--- config.mk ---
export PLATFORM = sky130hd
export DESIGN_NAME = operand_fetch
export DESIGN_NICKNAME = d
export VERILOG_FILES = /design/src/rtl/operand_fetch.sv
export SDC_FILE = /design/constraint.sdc
export NUM_CORES = 1
export LEC_CHECK = 0
export CORE_UTILIZATION = 52
export CTS_BUF_LIST = sky130_fd_sc_hd__clkbuf_4
export CTS_CLUSTER_DIAMETER = 120
export DETAILED_ROUTE_END_ITERATION = 16
export PLACE_DENSITY = 0.89
export SYNTH_ARGS = -nofsm -noshare
export SYNTH_HDL_FRONTEND = slang
export SYNTH_SLANG_ARGS = --single-unit
--- constraint.sdc ---
create_clock -name clk -period 10.2 [get_ports clk]
set_input_delay 2.04 -clock clk [delete_from_list [all_inputs] [get_ports clk]]
set_output_delay 2.04 -clock clk [all_outputs]
set_load 0.005 [all_outputs]
--- src/rtl/operand_fetch.sv ---
// Operand-fetch stage: scoreboard-based hazard stall, same-cycle writeback bypass
// with byte-mask merge, and a single valid/ready output register toward execute.
module operand_fetch #(
  parameter int XLEN       = 32,
  parameter int REG_ADDR_W = 5
) (
  input  logic                  clk,
  input  logic                  rst,
  input  logic                  in_valid,
  output logic                  in_ready,
  input  logic [REG_ADDR_W-1:0] in_rs1,
  input  logic [REG_ADDR_W-1:0] in_rs2,
  input  logic [REG_ADDR_W-1:0] in_rd,
  input  logic                  in_rd_en,
  output logic [REG_ADDR_W-1:0] rf_rd1_addr,
  output logic [REG_ADDR_W-1:0] rf_rd2_addr,
  input  logic [XLEN-1:0]       rf_rd1_data,
  input  logic [XLEN-1:0]       rf_rd2_data,
  input  logic                  wb_valid,
  input  logic [REG_ADDR_W-1:0] wb_addr,
  input  logic [XLEN-1:0]       wb_data,
  input  logic [XLEN/8-1:0]     wb_byte_mask,
  output logic                  out_valid,
  input  logic                  out_ready,
  output logic [XLEN-1:0]       out_rs1_data,
  output logic [XLEN-1:0]       out_rs2_data,
  output logic [REG_ADDR_W-1:0] out_rd,
  output logic                  out_rd_en
);
  localparam int NREG = 1 << REG_ADDR_W;
  localparam int MW   = XLEN / 8;

  function automatic logic [XLEN-1:0] byte_merge(input logic [XLEN-1:0] old_v,
                                                 input logic [XLEN-1:0] new_v,
                                                 input logic [MW-1:0]   mask);
    logic [XLEN-1:0] r;
    r = old_v;
    for (int b = 0; b < MW; b++) begin
      if (mask[b]) r[b*8 +: 8] = new_v[b*8 +: 8];
    end
    return r;
  endfunction

  // The RF write lands on the same edge as our capture, so a hitting read is stale.
  function automatic logic [XLEN-1:0] select_operand(input logic [REG_ADDR_W-1:0] rs,
                                                     input logic [XLEN-1:0]       rf_v,
                                                     input logic                  hit,
                                                     input logic [XLEN-1:0]       wdata,
                                                     input logic [MW-1:0]         wmask);
    if (rs == '0) return '0;
    if (hit) return byte_merge(rf_v, wdata, wmask);
    return rf_v;
  endfunction

  logic [NREG-1:0]       busy_q, busy_d;
  logic                  out_valid_q, out_valid_d;
  logic [XLEN-1:0]       out_rs1_q, out_rs1_d;
  logic [XLEN-1:0]       out_rs2_q, out_rs2_d;
  logic [REG_ADDR_W-1:0] out_rd_q, out_rd_d;
  logic                  out_rd_en_q, out_rd_en_d;

  logic wb_hit1, wb_hit2, src_ok1, src_ok2, waw_ok, accept;
  logic [XLEN-1:0] op1, op2;

  assign rf_rd1_addr = in_rs1;
  assign rf_rd2_addr = in_rs2;

  assign wb_hit1 = wb_valid && (wb_addr == in_rs1) && (in_rs1 != '0);
  assign wb_hit2 = wb_valid && (wb_addr == in_rs2) && (in_rs2 != '0);
  assign src_ok1 = !busy_q[in_rs1] || wb_hit1;
  assign src_ok2 = !busy_q[in_rs2] || wb_hit2;
  assign waw_ok  = !in_rd_en || (in_rd == '0) || !busy_q[in_rd] ||
                   (wb_valid && (wb_addr == in_rd));

  assign in_ready = (!out_valid_q || out_ready) && src_ok1 && src_ok2 && waw_ok;
  assign accept   = in_valid && in_ready;

  assign op1 = select_operand(in_rs1, rf_rd1_data, wb_hit1, wb_data, wb_byte_mask);
  assign op2 = select_operand(in_rs2, rf_rd2_data, wb_hit2, wb_data, wb_byte_mask);

  // Clear before set so a retiring and re-issuing writer of one register stays busy.
  always_comb begin
    busy_d = busy_q;
    if (wb_valid) busy_d[wb_addr] = 1'b0;
    if (accept && in_rd_en && (in_rd != '0)) busy_d[in_rd] = 1'b1;
    busy_d[0] = 1'b0;
  end

  always_comb begin
    out_valid_d = out_valid_q;
    out_rs1_d   = out_rs1_q;
    out_rs2_d   = out_rs2_q;
    out_rd_d    = out_rd_q;
    out_rd_en_d = out_rd_en_q;
    if (accept) begin
      out_valid_d = 1'b1;
      out_rs1_d   = op1;
      out_rs2_d   = op2;
      out_rd_d    = in_rd;
      out_rd_en_d = in_rd_en;
    end else if (out_ready) begin
      out_valid_d = 1'b0;
    end
  end

  always_ff @(posedge clk or posedge rst) begin
    if (rst) begin
      busy_q      <= '0;
      out_valid_q <= 1'b0;
      out_rs1_q   <= '0;
      out_rs2_q   <= '0;
      out_rd_q    <= '0;
      out_rd_en_q <= 1'b0;
    end else begin
      busy_q      <= busy_d;
      out_valid_q <= out_valid_d;
      out_rs1_q   <= out_rs1_d;
      out_rs2_q   <= out_rs2_d;
      out_rd_q    <= out_rd_d;
      out_rd_en_q <= out_rd_en_d;
    end
  end

  assign out_valid    = out_valid_q;
  assign out_rs1_data = out_rs1_q;
  assign out_rs2_data = out_rs2_q;
  assign out_rd       = out_rd_q;
  assign out_rd_en    = out_rd_en_q;

endmodule

# Word-level counts from Yosys, hierarchy flattened
# Index checks and enable logic that the tools add are counted.
[classes]
n_lt_le_gt_ge = 6
n_eq_ne = 3
n_mux = 36
n_bitwise = 3
reduce_logical = 31
[ops]
columns = ["operator", "count"]
rows = [
  ["$mux 32", 10],
  ["$mux 8", 8],
  ["$and 32x32->32", 1],
  ["$not 32->32", 1],
  ["$or 32x32->32", 1],
  ["$lt 5x6->1 const B", 4],
  ["$bmux 1 s5", 3],
  ["$eq 5x5->1", 3],
  ["$logic_not 5->1", 3],
  ["$reduce_bool 5->1", 3],
  ["$logic_and 1x1->1", 13],
  ["$mux 1", 13],
  ["$demux 1 s5", 2],
  ["$ge 5x1->1 const B", 2],
  ["$logic_or 1x1->1", 6],
  ["$logic_not 1->1", 5],
  ["$reduce_bool 2->1", 1],
]
[totals]
register_bits = 102
input_bits = 126
output_inout_bits = 82
wordCells = 85

# Depth between registers and ports, before layout
[logic_depth]
depth_word = 11
mapped_depth = 11
mapped_depth_nobuf = 7

# Least setup slack after synthesis
# No wires, ideal clock.
[synth_path]
path_type = "in2out"
from = "in in_rs2[0]"
to = "out in_ready"
arrival_time_ns = 3.540
required_time_ns = 8.160
setup_slack_ns = 4.620
cell_stages = 7
path_buffers = 1
path_cell_list = "buf_2 -> mux4_2 -> and3_1 -> nor4_2 -> a311o_1 -> o221a_2 -> and2_1"
[synth_via]
elab_chain_len = 6
word_cells_on_any_way = 10
cone_classes = "eq/ne: 1; mux: 2; reduce/logical: 7"
[synth_lines]
columns = ["item", "line_no", "source"]
rows = [
  ["start: declaration", "12", "input logic [REG_ADDR_W-1:0] in_rs2,"],
  ["$bmux 1 s5 / $eq 5x5->1 (equally long branches)", "71, 69", ""],
  ["$mux 1 (implied by the code) / $logic_and 1x1->1 (equally long branches)", "71, 69", ""],
  ["$logic_not 1->1 / $logic_and 1x1->1 (equally long branches)", "71, 69", ""],
  ["$logic_or 1x1->1 *", "71", "assign src_ok2 = !busy_q[in_rs2] || wb_hit2;"],
  ["$logic_and 1x1->1 * (2 in series)", "75", "assign in_ready = (!out_valid_q || out_ready) && src_ok1 && src_ok2 && waw_ok;"],
  ["end: declaration", "10", "output logic in_ready,"],
]
# Every way passes the cells marked *; elsewhere a longest branch is shown, timed or not. The select of a mux whose other input is x is not followed.

# Final worst setup path
[layout_path]
from = "in in_rs2[2]"
to = "out in_ready"
# The elaborated chain is that of the path after synthesis.

==> impl_metrics.ini <==
[run_status]
status = finished clean

[hold_path]
startpoint_of_the_tightest_hold_check_path = out_rs2_data[22]
min_path_type = reg -> reg
worstHoldEndpoint = out_rs2_data[22]
min_path_cells = 1

[setup_path]
crit_required_ns = 8.16
worst_ep_arrival_time_ns = 5.10
crit_path_max_fanout = 33
setup.worst_path.start_class = input port
r2r-end = out_rs2_data[31]
rrSetupSlack_ns = 6.67
rr_worst_depth = 8
reg_to_reg_start = busy_q[29]
criticalPathCategory = in -> out
crit_path_end_kind = output pin

[synth]
synth_nets = 685
number_of_flip_flops_and_latches_in_the_synthesized_netlist = 102
synth_flop_cell = dfrtp_1
synth-async-reset-ratio_pct = 100
yosysWarnings = 0
synth_edf_count = 0
yosysSeqAreaShare_pct = 39.9
synthesized_cell_area_mm2 = 0.00639
netlist_instances = 559
netlist-cell-type-count = 44
syn_area_per_cell_um2 = 11.4

[global_routing]
grt_max_degree = 56
groute.usage.overall_pct = 30.2
grt_first_pass_wirelength_um = 29100
grt_antenna_before_repair = 0
via_count_of_the_first_global_routing_pass = 5443
overflow = 0

[placement]
place.detailed.hpwl_um = 14100
gp_congestion = 0.896
place_worst_setup_slack_ns = 3.05
io_buffers = 207

[job]
max_cap_viol_count = 0

[drt]
detail_route.drc_violations = 0
antenna_left = 0
finalWirelength_um = 18900
vias = 5216
detail_route.iter0.violations = 344
wire_per_inst_um = 21.6
vias_per_cell = 5.96
detailedRoute.firstPassIterationCount = 5

[sta]
timing.final.ws_setup_ns = 3.06
setup_viol_count_final = 0
timing.final.hold_violations = 0
slew_limit_fails = 0
final.min_clock_period_ns = 7.14
layout_worst_path_cycle_share_pct = 70.0
tightestPinTransition_ns = 0.851
timing.hold.ws_ns = 0.522
maxClockFrequency_mhz = 140
clock-skew-final_ns = 0.0245
setup-tns-final_ns = 0
rsz0062_at_grt = no
slew_headroom_pct = 43.1

[power_and_ir_drop]
netSwitchingPower_w = 0.000389
power.switching_fraction_pct = 29.7
pwr-share-seq_pct = 43.9
power.combinational.fraction_pct = 38.6
relative_contribution_of_the_clock_network_to_total_power_pct = 17.5
fin_total_pwr_w = 0.00131
power.static_leakage_nw = 3.43
power.density_mw_per_mm2 = 155
vdd_ir_drop_max_mv = 0.112
cell_internal_pwr_w = 0.000922

[clock_tree]
htree_levels = 3
clock_latency_ns = 0.49
cts.repair.resized = 0
clock_input_transition_at_the_sequential_cells_of_the_worst_setup_and_hold_paths_ns = 0.15
clockBufferDepth = 2
cts_hold_buffers = 0
clock_root_buffer = clkbuf_4
post_cts_buffers = 0
tritoncts_clock_tree = yes
cts.sink_count = 102
numCtsBuffers = 9

[layout]
layout_common_cells = 207 x clkdlybuf4s50_1, 102 x dfrtp_1, 75 x mux2i_1
areaGrowthSynthToFinish_pct = 32.8
insertedDiodeCount = 0
mostFrequentLayoutCell = clkdlybuf4s50_1
drive_gt1_share_pct = 16.3
fin_nets = 849

[die]
rows = 40
die-width_um = 113
io-pin-count = 208
chipHeight_um = 113
initial_core_util_pct = 53.2
core_area_mm2 = 0.0120
die_area_mm2 = 0.0127
[power by group through the flow]
stage	registers (W)	logic, W	clock network, W
after floorplan	0.000570	0.000230	0
after global placement	0.000573	0.000495	0
after detailed placement	0.000579	0.000505	0
after CTS	0.000574	0.000507	0.000232
after global routing	0.000585	0.000536	0.000247
final	0.000576	0.000506	0.000230
[sequential cells by signal, indices dropped and copies added (netlist names)]
register	count
out_rd_en	1
busy_q	31
out_rs2_data	32
out_valid	1
out_rs1_data	32
out_rd	5
[critical path: stages]
cell and delay, ns:
clkdlybuf4s50_1 0.71, or4_1 0.64, nor2_2 0.09, buf_4 0.36
nor4_1 0.18, a311o_1 0.35, o221a_2 0.15, and2_1 0.15
clkdlybuf4s50_1 0.43
[kinds of logic (layout without fill, tap and decap cells)]
| family | Yosys count | in the layout | share of synthesized area (%) |
|---|---|---|---|
| buffers and inverters | 65 | 234 | 5.97 |
| muxes | 165 | 165 | 33.6 |
| AOI/OAI and AO/OA | 82 | 82 | 8.24 |
| DFF | 102 | 102 | 39.9 |
| xor gates and xnor gates | 15 | 15 | 2.06 |
| and+or+nand+nor | 130 | 130 | 10.2 |
[final cells by class]
class,instances,area (µm²)
flip-flops and latches,102,2550
multi-input cells,392,3470
clock buffers,11,82.6
repair buffers,211,2100
fillers,855,3530
inverters,7,28.8
clock inverters,5,67.6
well taps,147,184
[layer usage]
layer	vias up	track usage, %	wire length [µm]
met2	248	48.9	9300
met1	2585	38.5	7700
met4	0	12.4	648
met3	44	8.09	1270
met5	-	0	0
li1	2339	-	-
[worst max path at each step]
stage                    from  endpoint  slack, ns  cells after the start
floorplan           in_rs2[0]  in_ready       4.62                      7
global placement    in_rs2[2]  in_ready       3.15                      9
detailed placement  in_rs2[2]  in_ready       3.05                      9
CTS                 in_rs2[2]  in_ready       3.05                      9
global route        in_rs2[2]  in_ready       2.80                      9
finish              in_rs2[2]  in_ready       3.06                      9
[synth_stat cells (2+ instances only)]
cell	instances	share of area, %
a31oi_1	2	0.20
and2_1	9	0.88
buf_1	2	0.12
buf_2	17	1.3
buf_4	11	1.3
buf_6	4	0.70
buf_8	4	0.94
clkbuf_1	20	1.2
dfrtp_1	102	40
inv_1	7	0.41
mux2_2	23	4.1
mux2_4	48	11
mux2i_1	75	12
mux4_2	18	6.3
nand2_1	9	0.53
nand3_1	5	0.39
nand3b_1	11	1.3
nand4_1	2	0.20
nor2_1	70	4.1
nor2b_1	3	0.29
nor3b_1	3	0.35
nor4_1	3	0.29
o21ai_0	35	2.7
o221ai_1	2	0.27
o22ai_1	3	0.29
o31ai_1	33	3.9
or3_1	4	0.39
or3b_2	4	0.55
or4_1	2	0.23
xnor2_1	7	0.96
xor2_1	8	1.1
[metrics by stage]
stage               area (µm²)  std cells  utilization [%]
floorplan                 6390        559                -
global placement          8330        859             69.4
detailed placement        8330        859             69.4
CTS                       8480        875             70.6
global route              8480        875             70.6
finish                    8480        875             70.6
(Power assumes the default switching activity.)
